### src/rtl/instr_enc_pkg.sv
// Shared definitions for the RV32I instruction encoder: field widths,
// major opcodes, the format type code (shared with the immediate decoder),
// the NOP word and the stage-1 request payload.
package instr_enc_pkg;

  localparam int unsigned XLEN   = 32;
  localparam int unsigned OPC_W  = 7;
  localparam int unsigned REG_W  = 5;
  localparam int unsigned F3_W   = 3;
  localparam int unsigned F7_W   = 7;
  localparam int unsigned TYPE_W = 3;
  localparam int unsigned CNT_W  = 16;

  localparam logic [OPC_W-1:0] OPC_OP_IMM = 7'b0010011;
  localparam logic [OPC_W-1:0] OPC_LOAD   = 7'b0000011;
  localparam logic [OPC_W-1:0] OPC_STORE  = 7'b0100011;
  localparam logic [OPC_W-1:0] OPC_BRANCH = 7'b1100011;
  localparam logic [OPC_W-1:0] OPC_LUI    = 7'b0110111;
  localparam logic [OPC_W-1:0] OPC_AUIPC  = 7'b0010111;
  localparam logic [OPC_W-1:0] OPC_JAL    = 7'b1101111;

  // addi x0,x0,0 - emitted in place of any unencodable request
  localparam logic [XLEN-1:0] NOP_INSTR = 32'h0000_0013;

  typedef enum logic [TYPE_W-1:0] {
    TYPE_NONE = 3'd0,
    TYPE_I    = 3'd1,
    TYPE_S    = 3'd2,
    TYPE_B    = 3'd3,
    TYPE_U    = 3'd4,
    TYPE_J    = 3'd5
  } instr_type_e;

  typedef struct packed {
    logic [OPC_W-1:0] opcode;
    logic [REG_W-1:0] rd;
    logic [REG_W-1:0] rs1;
    logic [REG_W-1:0] rs2;
    logic [F3_W-1:0]  funct3;
    logic [XLEN-1:0]  imm;
  } enc_req_t;

endpackage

### src/rtl/instr_encoder_if.sv
// Request/result handshake bundle of the instruction encoder.
// master: requester + result consumer; slave: the encoder.
interface instr_encoder_if;
  import instr_enc_pkg::*;

  logic              in_valid;
  logic              in_ready;
  logic [OPC_W-1:0]  in_opcode;
  logic [REG_W-1:0]  in_rd;
  logic [REG_W-1:0]  in_rs1;
  logic [REG_W-1:0]  in_rs2;
  logic [F3_W-1:0]   in_funct3;
  logic [F7_W-1:0]   in_funct7;
  logic [XLEN-1:0]   in_imm;

  logic              out_valid;
  logic              out_ready;
  logic [XLEN-1:0]   out_instr;
  instr_type_e       out_type;
  logic              out_err;

  modport master (
    output in_valid, in_opcode, in_rd, in_rs1, in_rs2, in_funct3, in_funct7,
           in_imm, out_ready,
    input  in_ready, out_valid, out_instr, out_type, out_err
  );

  modport slave (
    input  in_valid, in_opcode, in_rd, in_rs1, in_rs2, in_funct3, in_funct7,
           in_imm, out_ready,
    output in_ready, out_valid, out_instr, out_type, out_err
  );

endinterface

### src/rtl/instr_pack.sv
// Combinational format decode, encodability check and field packing.
// Ports: req (registered request) -> instr_c (packed word or NOP),
//        type_c (format code), err_c (unknown opcode or unencodable imm).
module instr_pack
  import instr_enc_pkg::*;
(
  input  enc_req_t          req,
  output logic [XLEN-1:0]   instr_c,
  output instr_type_e       type_c,
  output logic              err_c
);

  logic [XLEN-1:0] imm;
  logic [XLEN-1:0] packed_c;
  logic            ok_c;

  assign imm = req.imm;

  always_comb begin
    type_c   = TYPE_NONE;
    ok_c     = 1'b0;
    packed_c = NOP_INSTR;

    case (req.opcode)
      OPC_OP_IMM, OPC_LOAD: type_c = TYPE_I;
      OPC_STORE:            type_c = TYPE_S;
      OPC_BRANCH:           type_c = TYPE_B;
      OPC_LUI, OPC_AUIPC:   type_c = TYPE_U;
      OPC_JAL:              type_c = TYPE_J;
      default:              type_c = TYPE_NONE;
    endcase

    // Encodable when the dropped upper bits are pure sign extension of the
    // top kept bit, and any implied-zero low bits are actually zero.
    case (type_c)
      TYPE_I: begin
        ok_c     = (imm[31:11] == {21{imm[11]}});
        packed_c = {imm[11:0], req.rs1, req.funct3, req.rd, req.opcode};
      end
      TYPE_S: begin
        ok_c     = (imm[31:11] == {21{imm[11]}});
        packed_c = {imm[11:5], req.rs2, req.rs1, req.funct3, imm[4:0], req.opcode};
      end
      TYPE_B: begin
        ok_c     = (imm[31:12] == {20{imm[12]}}) && !imm[0];
        packed_c = {imm[12], imm[10:5], req.rs2, req.rs1, req.funct3,
                    imm[4:1], imm[11], req.opcode};
      end
      TYPE_U: begin
        ok_c     = (imm[11:0] == 12'h000);
        packed_c = {imm[31:12], req.rd, req.opcode};
      end
      TYPE_J: begin
        ok_c     = (imm[31:20] == {12{imm[20]}}) && !imm[0];
        packed_c = {imm[20], imm[10:1], imm[11], imm[19:12], req.rd, req.opcode};
      end
      default: begin
        ok_c     = 1'b0;
        packed_c = NOP_INSTR;
      end
    endcase

    err_c   = !ok_c;
    instr_c = ok_c ? packed_c : NOP_INSTR;
  end

endmodule

### src/rtl/instr_encoder.sv
// Two-stage RV32I instruction assembler with valid/ready on both sides.
// Ports: clk, rst (sync, active-high), bus (request in / encoded word out),
//        enc_count (delivered results), err_count (delivered errors).
module instr_encoder
  import instr_enc_pkg::*;
(
  input  logic             clk,
  input  logic             rst,
  instr_encoder_if.slave   bus,
  output logic [CNT_W-1:0] enc_count,
  output logic [CNT_W-1:0] err_count
);

  logic            s1_valid;
  enc_req_t        s1_req;
  logic            s2_valid;
  logic [XLEN-1:0] s2_instr;
  instr_type_e     s2_type;
  logic            s2_err;

  logic            s2_adv_c;
  logic            in_fire_c;
  logic            out_fire_c;

  logic [XLEN-1:0] pack_instr_c;
  instr_type_e     pack_type_c;
  logic            pack_err_c;

  // funct7 carries no information for any supported format
  logic            unused_funct7;
  assign unused_funct7 = ^bus.in_funct7;

  // Stage 2 drains whenever it is empty or its result is being taken.
  assign s2_adv_c   = !s2_valid || bus.out_ready;
  assign bus.in_ready = !s1_valid || s2_adv_c;
  assign in_fire_c  = bus.in_valid && bus.in_ready;
  assign out_fire_c = s2_valid && bus.out_ready;

  assign bus.out_valid = s2_valid;
  assign bus.out_instr = s2_instr;
  assign bus.out_type  = s2_type;
  assign bus.out_err   = s2_err;

  instr_pack u_pack (
    .req     (s1_req),
    .instr_c (pack_instr_c),
    .type_c  (pack_type_c),
    .err_c   (pack_err_c)
  );

  // Pipeline stages and delivery counters.
  always_ff @(posedge clk) begin
    if (rst) begin
      s1_valid  <= 1'b0;
      s1_req    <= '0;
      s2_valid  <= 1'b0;
      s2_instr  <= '0;
      s2_type   <= TYPE_NONE;
      s2_err    <= 1'b0;
      enc_count <= '0;
      err_count <= '0;
    end else begin
      if (s2_adv_c) begin
        s2_valid <= s1_valid;
        if (s1_valid) begin
          s2_instr <= pack_instr_c;
          s2_type  <= pack_type_c;
          s2_err   <= pack_err_c;
        end
      end

      if (bus.in_ready) begin
        s1_valid <= bus.in_valid;
        if (in_fire_c) begin
          s1_req.opcode <= bus.in_opcode;
          s1_req.rd     <= bus.in_rd;
          s1_req.rs1    <= bus.in_rs1;
          s1_req.rs2    <= bus.in_rs2;
          s1_req.funct3 <= bus.in_funct3;
          s1_req.imm    <= bus.in_imm;
        end
      end

      if (out_fire_c) begin
        enc_count <= enc_count + CNT_W'(1);
        if (s2_err) begin
          err_count <= err_count + CNT_W'(1);
        end
      end
    end
  end

endmodule

### src/flat_wrapper.sv
// flat-port wrapper written by rule: the top's interface ports become plain ports
module instr_encoder_flat import instr_enc_pkg::*;
  (clk, rst, enc_count, err_count, bus_in_valid, bus_in_opcode, bus_in_rd, bus_in_rs1, bus_in_rs2, bus_in_funct3, bus_in_funct7, bus_in_imm, bus_out_ready, bus_in_ready, bus_out_valid, bus_out_instr, bus_out_type, bus_out_err);
  instr_encoder_if bus_i ();
  input  logic clk;
  input  logic rst;
  output logic [CNT_W-1:0] enc_count;
  output logic [CNT_W-1:0] err_count;
  input wire logic [$bits(bus_i.in_valid)-1:0] bus_in_valid;
  input wire logic [$bits(bus_i.in_opcode)-1:0] bus_in_opcode;
  input wire logic [$bits(bus_i.in_rd)-1:0] bus_in_rd;
  input wire logic [$bits(bus_i.in_rs1)-1:0] bus_in_rs1;
  input wire logic [$bits(bus_i.in_rs2)-1:0] bus_in_rs2;
  input wire logic [$bits(bus_i.in_funct3)-1:0] bus_in_funct3;
  input wire logic [$bits(bus_i.in_funct7)-1:0] bus_in_funct7;
  input wire logic [$bits(bus_i.in_imm)-1:0] bus_in_imm;
  input wire logic [$bits(bus_i.out_ready)-1:0] bus_out_ready;
  output wire logic [$bits(bus_i.in_ready)-1:0] bus_in_ready;
  output wire logic [$bits(bus_i.out_valid)-1:0] bus_out_valid;
  output wire logic [$bits(bus_i.out_instr)-1:0] bus_out_instr;
  output wire logic [$bits(bus_i.out_type)-1:0] bus_out_type;
  output wire logic [$bits(bus_i.out_err)-1:0] bus_out_err;
  assign bus_i.in_valid = bus_in_valid;
  assign bus_i.in_opcode = bus_in_opcode;
  assign bus_i.in_rd = bus_in_rd;
  assign bus_i.in_rs1 = bus_in_rs1;
  assign bus_i.in_rs2 = bus_in_rs2;
  assign bus_i.in_funct3 = bus_in_funct3;
  assign bus_i.in_funct7 = bus_in_funct7;
  assign bus_i.in_imm = bus_in_imm;
  assign bus_i.out_ready = bus_out_ready;
  assign bus_in_ready = bus_i.in_ready;
  assign bus_out_valid = bus_i.out_valid;
  assign bus_out_instr = bus_i.out_instr;
  assign bus_out_type = bus_i.out_type;
  assign bus_out_err = bus_i.out_err;
  instr_encoder u_core (.clk(clk), .rst(rst), .bus(bus_i), .enc_count(enc_count), .err_count(err_count));
endmodule
### config.mk
export PLATFORM = sky130hd
export DESIGN_NAME = instr_encoder_flat
export DESIGN_NICKNAME = d
export VERILOG_FILES = /design/src/rtl/instr_enc_pkg.sv /design/src/rtl/instr_encoder_if.sv /design/src/rtl/instr_pack.sv /design/src/rtl/instr_encoder.sv /design/src/flat_wrapper.sv
export SDC_FILE = /design/constraint.sdc
export NUM_CORES = 1
export LEC_CHECK = 0
export CAP_MARGIN = 20
export CELL_PAD_IN_SITES_DETAIL_PLACEMENT = 1
export CELL_PAD_IN_SITES_GLOBAL_PLACEMENT = 1
export CORE_UTILIZATION = 36
export CTS_CLUSTER_DIAMETER = 100
export CTS_CLUSTER_SIZE = 28
export DETAILED_ROUTE_END_ITERATION = 7
export PLACE_DENSITY_LB_ADDON = 0.1
export SLEW_MARGIN = 20
export SYNTH_ARGS = -nofsm -noshare
export SYNTH_HDL_FRONTEND = slang
export SYNTH_HIERARCHICAL = 1
export SYNTH_SLANG_ARGS = --single-unit
### constraint.sdc
create_clock -name clk -period 4.4 [get_ports clk]
set_input_delay 0.88 -clock clk [delete_from_list [all_inputs] [get_ports clk]]
set_output_delay 0.88 -clock clk [all_outputs]
set_load 0.05 [all_outputs]
# Yosys cells after proc, flatten, opt, wreduce, memory -nomap -nowiden
# Index checks and enable logic that the tools add are counted.
[op_classes] n_addsub=2 n_eq_ne=15 muxes=4 reduce_logical=17
[ops] op="one-hot mux 32 bit (5 select lines)" count=1
[ops] op="adder 16 x 1 -> 16 bit, second input constant" count=2
[ops] op="2-to-1 mux 32 bit" count=1
[ops] op="== test 20 bit" count=1
[ops] op="== test 19 bit" count=1
[ops] op="one-hot mux 3 bit (5 select lines)" count=1
[ops] op="== test 7 x 5 -> 1 bit, second input constant" count=2
[ops] op="== test 7 x 6 -> 1 bit, second input constant" count=2
[ops] op="== test 7 bit, second input constant" count=2
[ops] op="zero test 12 bit" count=1
[ops] op="== test 11 bit" count=1
[ops] op="== test 7 x 2 -> 1 bit, second input constant" count=1
[ops] op="== test 3 x 2 -> 1 bit, second input constant" count=2
[ops] op="== test 3 bit, second input constant" count=2
[ops] op="AND reduction 2 bit" count=3
[ops] op="OR reduction 2 bit" count=3
[ops] op="logical AND 1 bit" count=4
[ops] op="zero test 1 bit" count=4
[ops] op="one-hot mux 1 bit (4 select lines)" count=1
[ops] op="== test 3 x 1 -> 1 bit, second input constant" count=1
[ops] op="logical OR 1 bit" count=2
[word_totals] reg_bits=127 inputBits=68 out_inout_bits=70 wordCells=51

# Depth between registers and ports, before layout
[logic_depth] word_depth=7 ltp_mapped=14 mapped_depth_nobuf=12

# Modules after synthesis
# The synthesis kept the hierarchy.
[by_module_without_submodules] module="instr_encoder" n_inst=1 cells_each=582 area_each_um2=4743.3 seq_area_each_um2=2542.4
[by_module_without_submodules] module="instr_pack" n_inst=1 cells_each=158 area_each_um2=969.7 seq_area_each_um2=0.0

# Worst setup path before layout
# OpenSTA, ideal clock, no wires.
[synth_path] kind="reg2reg" start="reg u_core/s1_req[55] (netlist bit)" end="reg u_core.s2_instr[21] (netlist: u_core/bus.out_instr[21])" setup_ps=70 arrival_time_ps=3195 required_time_ps=4330 slack_ps=1135 stages_incl_launch_ff=14 n_path_buf=2 period_less_slack_ps=3265 cell_sequence="dfxtp_1 > nor2b_1 > nand4_1 > ha_1 > or4bb_1 > a221oi_4 > o2111ai_1 > or3_1 > a31o_1 > buf_6 > buf_6 > a21oi_2 > nand2_1 > a21oi_1"
[synth_via] elab_chain_cells=7 word_cells_on_any_way=19 classes_between="eq/ne (12); mux (4); reduce/logical (3)"
[synth_rtl] item="start: declaration" line_no="instr_encoder.sv:15" source="enc_req_t s1_req;"
[synth_rtl] item="== test 7 x 6 -> 1 bit, or another cell as far along" line_no="instr_pack.sv:24" source="case (req.opcode)"
[synth_rtl] item="OR reduction 2 bit" line_no="instr_pack.sv:24"
[synth_rtl] item="one-hot mux 3 bit (5 select lines) *" line_no="instr_pack.sv:24"
[synth_rtl] item="== test 3 x 2 -> 1 bit / == test 3 x 1 -> 1 bit (equally long branches)" line_no="instr_pack.sv:35" source="case (type_c)"
[synth_rtl] item="OR reduction 2 bit (no source line)"
[synth_rtl] item="one-hot mux 1 bit (4 select lines)" line_no="instr_pack.sv:35"
[synth_rtl] item="2-to-1 mux 32 bit *" line_no="instr_pack.sv:64" source="instr_c = ok_c ? packed_c : NOP_INSTR;"
[synth_rtl] item="via u_core.pack_instr_c[21]" line_no="instr_encoder.sv:25" source="logic [XLEN-1:0] pack_instr_c;"
[synth_rtl] item="end signal: assignment" line_no="instr_encoder.sv:66" source="s2_instr <= pack_instr_c;"
[synth_rtl] item="end: declaration" line_no="instr_encoder.sv:17" source="logic [XLEN-1:0] s2_instr;"
# The timed path passes the listed nets; every way through them passes the cells marked *.
# A chain may end at the register's enable or synchronous reset.

# Worst setup path after layout
[layout_path] start="reg u_core/s1_req[54] (netlist bit)" end="reg u_core.s2_instr[12] (netlist: u_core/bus.out_instr[12])"
[layout_via] elab_chain_cells=7 word_cells_on_any_way=19 classes_between="eq/ne (12); mux (4); reduce/logical (3)"
[layout_rtl] item="== test 7 x 6 -> 1 bit, or another cell as far along" line_no="instr_pack.sv:24"
[layout_rtl] item="OR reduction 2 bit" line_no="instr_pack.sv:24"
[layout_rtl] item="one-hot mux 3 bit (5 select lines) *" line_no="instr_pack.sv:24"
[layout_rtl] item="via u_core.pack_type_c[0]" line_no="instr_encoder.sv:26" source="instr_type_e pack_type_c;"
[layout_rtl] item="== test 3 x 2 -> 1 bit / == test 3 x 1 -> 1 bit (equally long branches)" line_no="instr_pack.sv:35"
[layout_rtl] item="OR reduction 2 bit (no source line)"
[layout_rtl] item="one-hot mux 1 bit (4 select lines)" line_no="instr_pack.sv:35"
[layout_rtl] item="2-to-1 mux 32 bit *" line_no="instr_pack.sv:64"
[layout_rtl] item="via u_core.pack_instr_c[12]" line_no="instr_encoder.sv:25"
# Marks and branches as above.

==> results.md <==
- Main synth FF type: dfxtp_1
- GR Overflow Total: 0
- Final hold vios: 0
- Die width: about 130 um
- ANT cells: 0
- Final hold slack: 0.4531 ns
- Via density: 5.148
- Area after DPL: 7138 sq um
- IO Port Bufs: between 100 and 150
- H-tree Lvls: 4
- Largest net degree at the start of global routing: slightly above 90
- Multi-input logic area: ~2900 sq um
- Post-route setup slack: 0.2377 ns
- Initial antenna violation count: 0
- Startpoint Class: flop
- Io pins: 138
- CTS max path bufs: 2
- WP data arrival: 4.51 ns
- Avg Inst Size Synth: 7.720 sq um
- Ys Warns: 6
- Sw frac: a little under a quarter
- Vias in the first global route: 5746
- Period utilisation layout: 94.60%
- Clock Skew: 0.005178 ns
- Initial DRC count: 251
- Clock share of power: approximately 50%
- Maximum vdd drop: approximately 0.00029 V
- Final setup violation count: 0
- Clock transition at the registers of the reported paths: roughly 0.050 ns
- Fin. max-slew vios: 0
- Die H: 128.0 um
- CTS tree: yes
- Initial core utilization: 37.17%
- R2r worst-path depth: 13
- Yosys reg bits: between 100 and 150
- FILL cells: 1846
- Combinational power share: 7.0%
- PD cells: 367.0 nW/um^2
- Final ANT Viol Nets: 0
- Synth top area share: 44.50%
- # rows: 45
- Avg WL per Cell: between 15 and 20 um
- P_sw: roughly 0.00064 W
- Pre-CTS setup slack: 0.4350 ns
- TritonCTS Sinks: 127
- Num CTS Buffers: 17
- Critical-path maximum fanout: 15
- Total negative slack: 0 ns
- First-pass GRT wire length: 29020 um
- Hold buffer count at cts: 0
- Status: finished clean
- Crit Path Class: flop to flop
- Unrepaired setup endpoints after global routing: no
- All-Layer GR Usage: a little under a quarter
- Area contributors post-synth: dfxtp_1 (45%), nand2_1 (14%), a21oi_1 (9.5%), nor2_1 (2.8%), nand3_1 (2.3%)
- Total setup buffers inserted after CTS: 0
- EDFF count, synth: 0
- Cell taking the most area after synthesis: dfxtp_1
- Full die area: 16380 sq um
- Max_cap viols: 0
- Post-CTS sizing: 0
- Rel. slew slack: a little under two fifths
- Max Clock Freq: 240.3 MHz
- P_int: 0.002195 W
- Root buffer cell: clkbuf_16
- Leak: between 2 and 3 nW
- Netlist Area Pre-Place: roughly 5700 sq um
- Hold depth: 2
- Fin area: slightly below 8000 sq um
- Endpoint type of the worst setup path: flop
- Routed via count: roughly 5500
- DRT Wirelength: about 18000 um
- Clk_lat worst skew: roughly 0.41 ns
- Critical Path RT: around 4.8 ns
- HPWL Detailed: 12770 um
- Sequential share of power: a little over two fifths
- Worst Tran Pin Value: 0.9371 ns
- Final min period: 4.162 ns
- Sequential Area: around 2500 sq um
- # DRC: 0
- Layout Cells excl Fill: between 1000 and 1500
- Flop2flop setup slack: 0.24 ns
- Sequential share of the synthesized area: between 40% and 50%
- Post-synth cell types: 57
- Share of layout cells above drive strength 1: under 10%
- Placer Congestion: 0.8900
- Final Net Count: 924
- Inst Count DP: about 1000
- Post-Syn Instances: 740
- Layout Area Growth over Synthesis: 35.41%
- 1st-pass router iterations: 5
- Core footprint: 15370 sq um
- Hold/Removal Path Class: flop to flop
- Post-synth ARST share: 0%
logic make-up (layout without fill, tap and decap cells):
| kind of cell | Yosys count | after routing | share of synthesized area (%) |
|---|---|---|---|
| flops | 127 | 127 | 44.50 |
| mux | 8 | 8 | 1.489 |
| simple gates | 368 | 368 | 29.41 |
| compound gates | 153 | 153 | 15.86 |
| buf+inv | 60 | 185 | 4.949 |
| fa+ha+maj | 3 | 3 | 0.6571 |
| xor+xnor | 20 | 20 | 3.066 |
| other cells | 1 | 2 | 0.06564 |
cell usage in the layout, fill, tap and decap left out, drive strengths merged, types with 3 or more instances in the layout:
| cell | count |
|---|---|
| nand2 | 219 |
| and3 | 3 |
| inv | 12 |
| mux2 | 4 |
| or3 | 6 |
| or2 | 4 |
| nand3 | 26 |
| nor2b | 5 |
| nand2b | 4 |
| clkbuf | 27 |
| a32oi | 4 |
| nor3 | 10 |
| or4 | 3 |
| nor3b | 3 |
| xnor2 | 10 |
| mux2i | 4 |
| a21oi | 117 |
| and4 | 5 |
| clkinv | 3 |
| buf | 12 |
| clkdlybuf4s50 | 129 |
| o21ai | 6 |
| nand4 | 16 |
| a22oi | 10 |
| xor2 | 10 |
| dfxtp | 127 |
| nor4 | 13 |
| ha | 3 |
| nor2 | 45 |
worst max-delay path, stage by stage (launching register included):
cell	delay [ns]
dfxtp_1	0.43
nor3b_1	0.45
or2_2	0.20
nand4_1	0.10
ha_1	0.25
or4bb_1	0.54
a221oi_4	0.41
o2111ai_1	0.21
or3_1	0.37
a31o_1	0.43
buf_4	0.31
a21oi_1	0.20
nand2_1	0.09
a21oi_1	0.12
synthesized netlist by cell type, types with 3 or more instances:
| library cell | number |
|---|---|
| ha_1 | 3 |
| nor3b_1 | 3 |
| xnor2_1 | 10 |
| inv_1 | 12 |
| dfxtp_1 | 127 |
| and4_1 | 3 |
| nor3_1 | 10 |
| nand3_1 | 26 |
| xor2_1 | 10 |
| a21oi_2 | 8 |
| mux2_2 | 4 |
| buf_6 | 5 |
| or4_1 | 3 |
| nor4_1 | 11 |
| buf_1 | 5 |
| a21oi_1 | 109 |
| o21ai_0 | 5 |
| and3_1 | 3 |
| nand2b_1 | 4 |
| a22oi_1 | 10 |
| nand2_1 | 218 |
| mux2i_1 | 4 |
| nor2_1 | 43 |
| or3_1 | 6 |
| a32oi_1 | 4 |
| nor2b_1 | 5 |
| nand4_1 | 15 |
| clkbuf_1 | 26 |
| or2_2 | 4 |
| buf_2 | 10 |
area by class of cell:
cell class / count / share of cell area (%)
clock buffers: 27 / 6.760
clock inverters: 5 / 0.9704
inverters: 12 / 0.5822
multi-input cells: 554 / 37.55
flip-flops and latches: 127 / 32.86
well taps: 211 / 3.413
repair buffers: 141 / 17.86
state kept, by name, indices dropped and copies added (netlist names):
name and cells:
u_core/bus.out_type 3, u_core/s1_req 57, u_core/bus.out_instr 32, u_core/bus.out_valid 1, u_core/bus.out_err 1, u_core/err_count 16
u_core/s1_valid 1, u_core/enc_count 16
routing by layer:
metal  GRT usage, %  vias to the layer above  wire length [um]
met5              0                        -                 0
met4          7.059                        0               193
met3          5.008                       11               819
met2          38.87                      117              8720
met1          28.19                     2676              8070
li1               -                     2740                 -
per-stage QoR:
step	total power [W]	util, %
global placement	0.001442	46.44
detailed placement	0.001450	46.44
global route	0.002947	50.33
CTS	0.002865	50.33
floorplan	0.001347	-
finish	0.002839	50.33
power by group through the flow:
stage | logic [W] | clock network [W] | registers [W]
floorplan | 0.000104 | 0 | 0.00124
global placement | 0.000194 | 0 | 0.00125
detailed placement | 0.000200 | 0 | 0.00125
CTS | 0.000202 | 0.00144 | 0.00123
global route | 0.000221 | 0.00150 | 0.00123
finish | 0.000200 | 0.00141 | 0.00123
path summary, 6_finish.rpt:
path	to	from
worst max-delay path	u_core/bus.out_instr[12]$_SDFFE_PP0P_	u_core/s1_req[54]$_SDFFE_PP0P_
worst min register to register	u_core/bus.out_instr[12]$_SDFFE_PP0P_	u_core/bus.out_instr[12]$_SDFFE_PP0P_
worst min-delay path	u_core/bus.out_instr[12]$_SDFFE_PP0P_	u_core/bus.out_instr[12]$_SDFFE_PP0P_
worst max register to register	u_core/bus.out_instr[12]$_SDFFE_PP0P_	u_core/s1_req[54]$_SDFFE_PP0P_
Note: power is estimated with default switching activity, not from simulation.
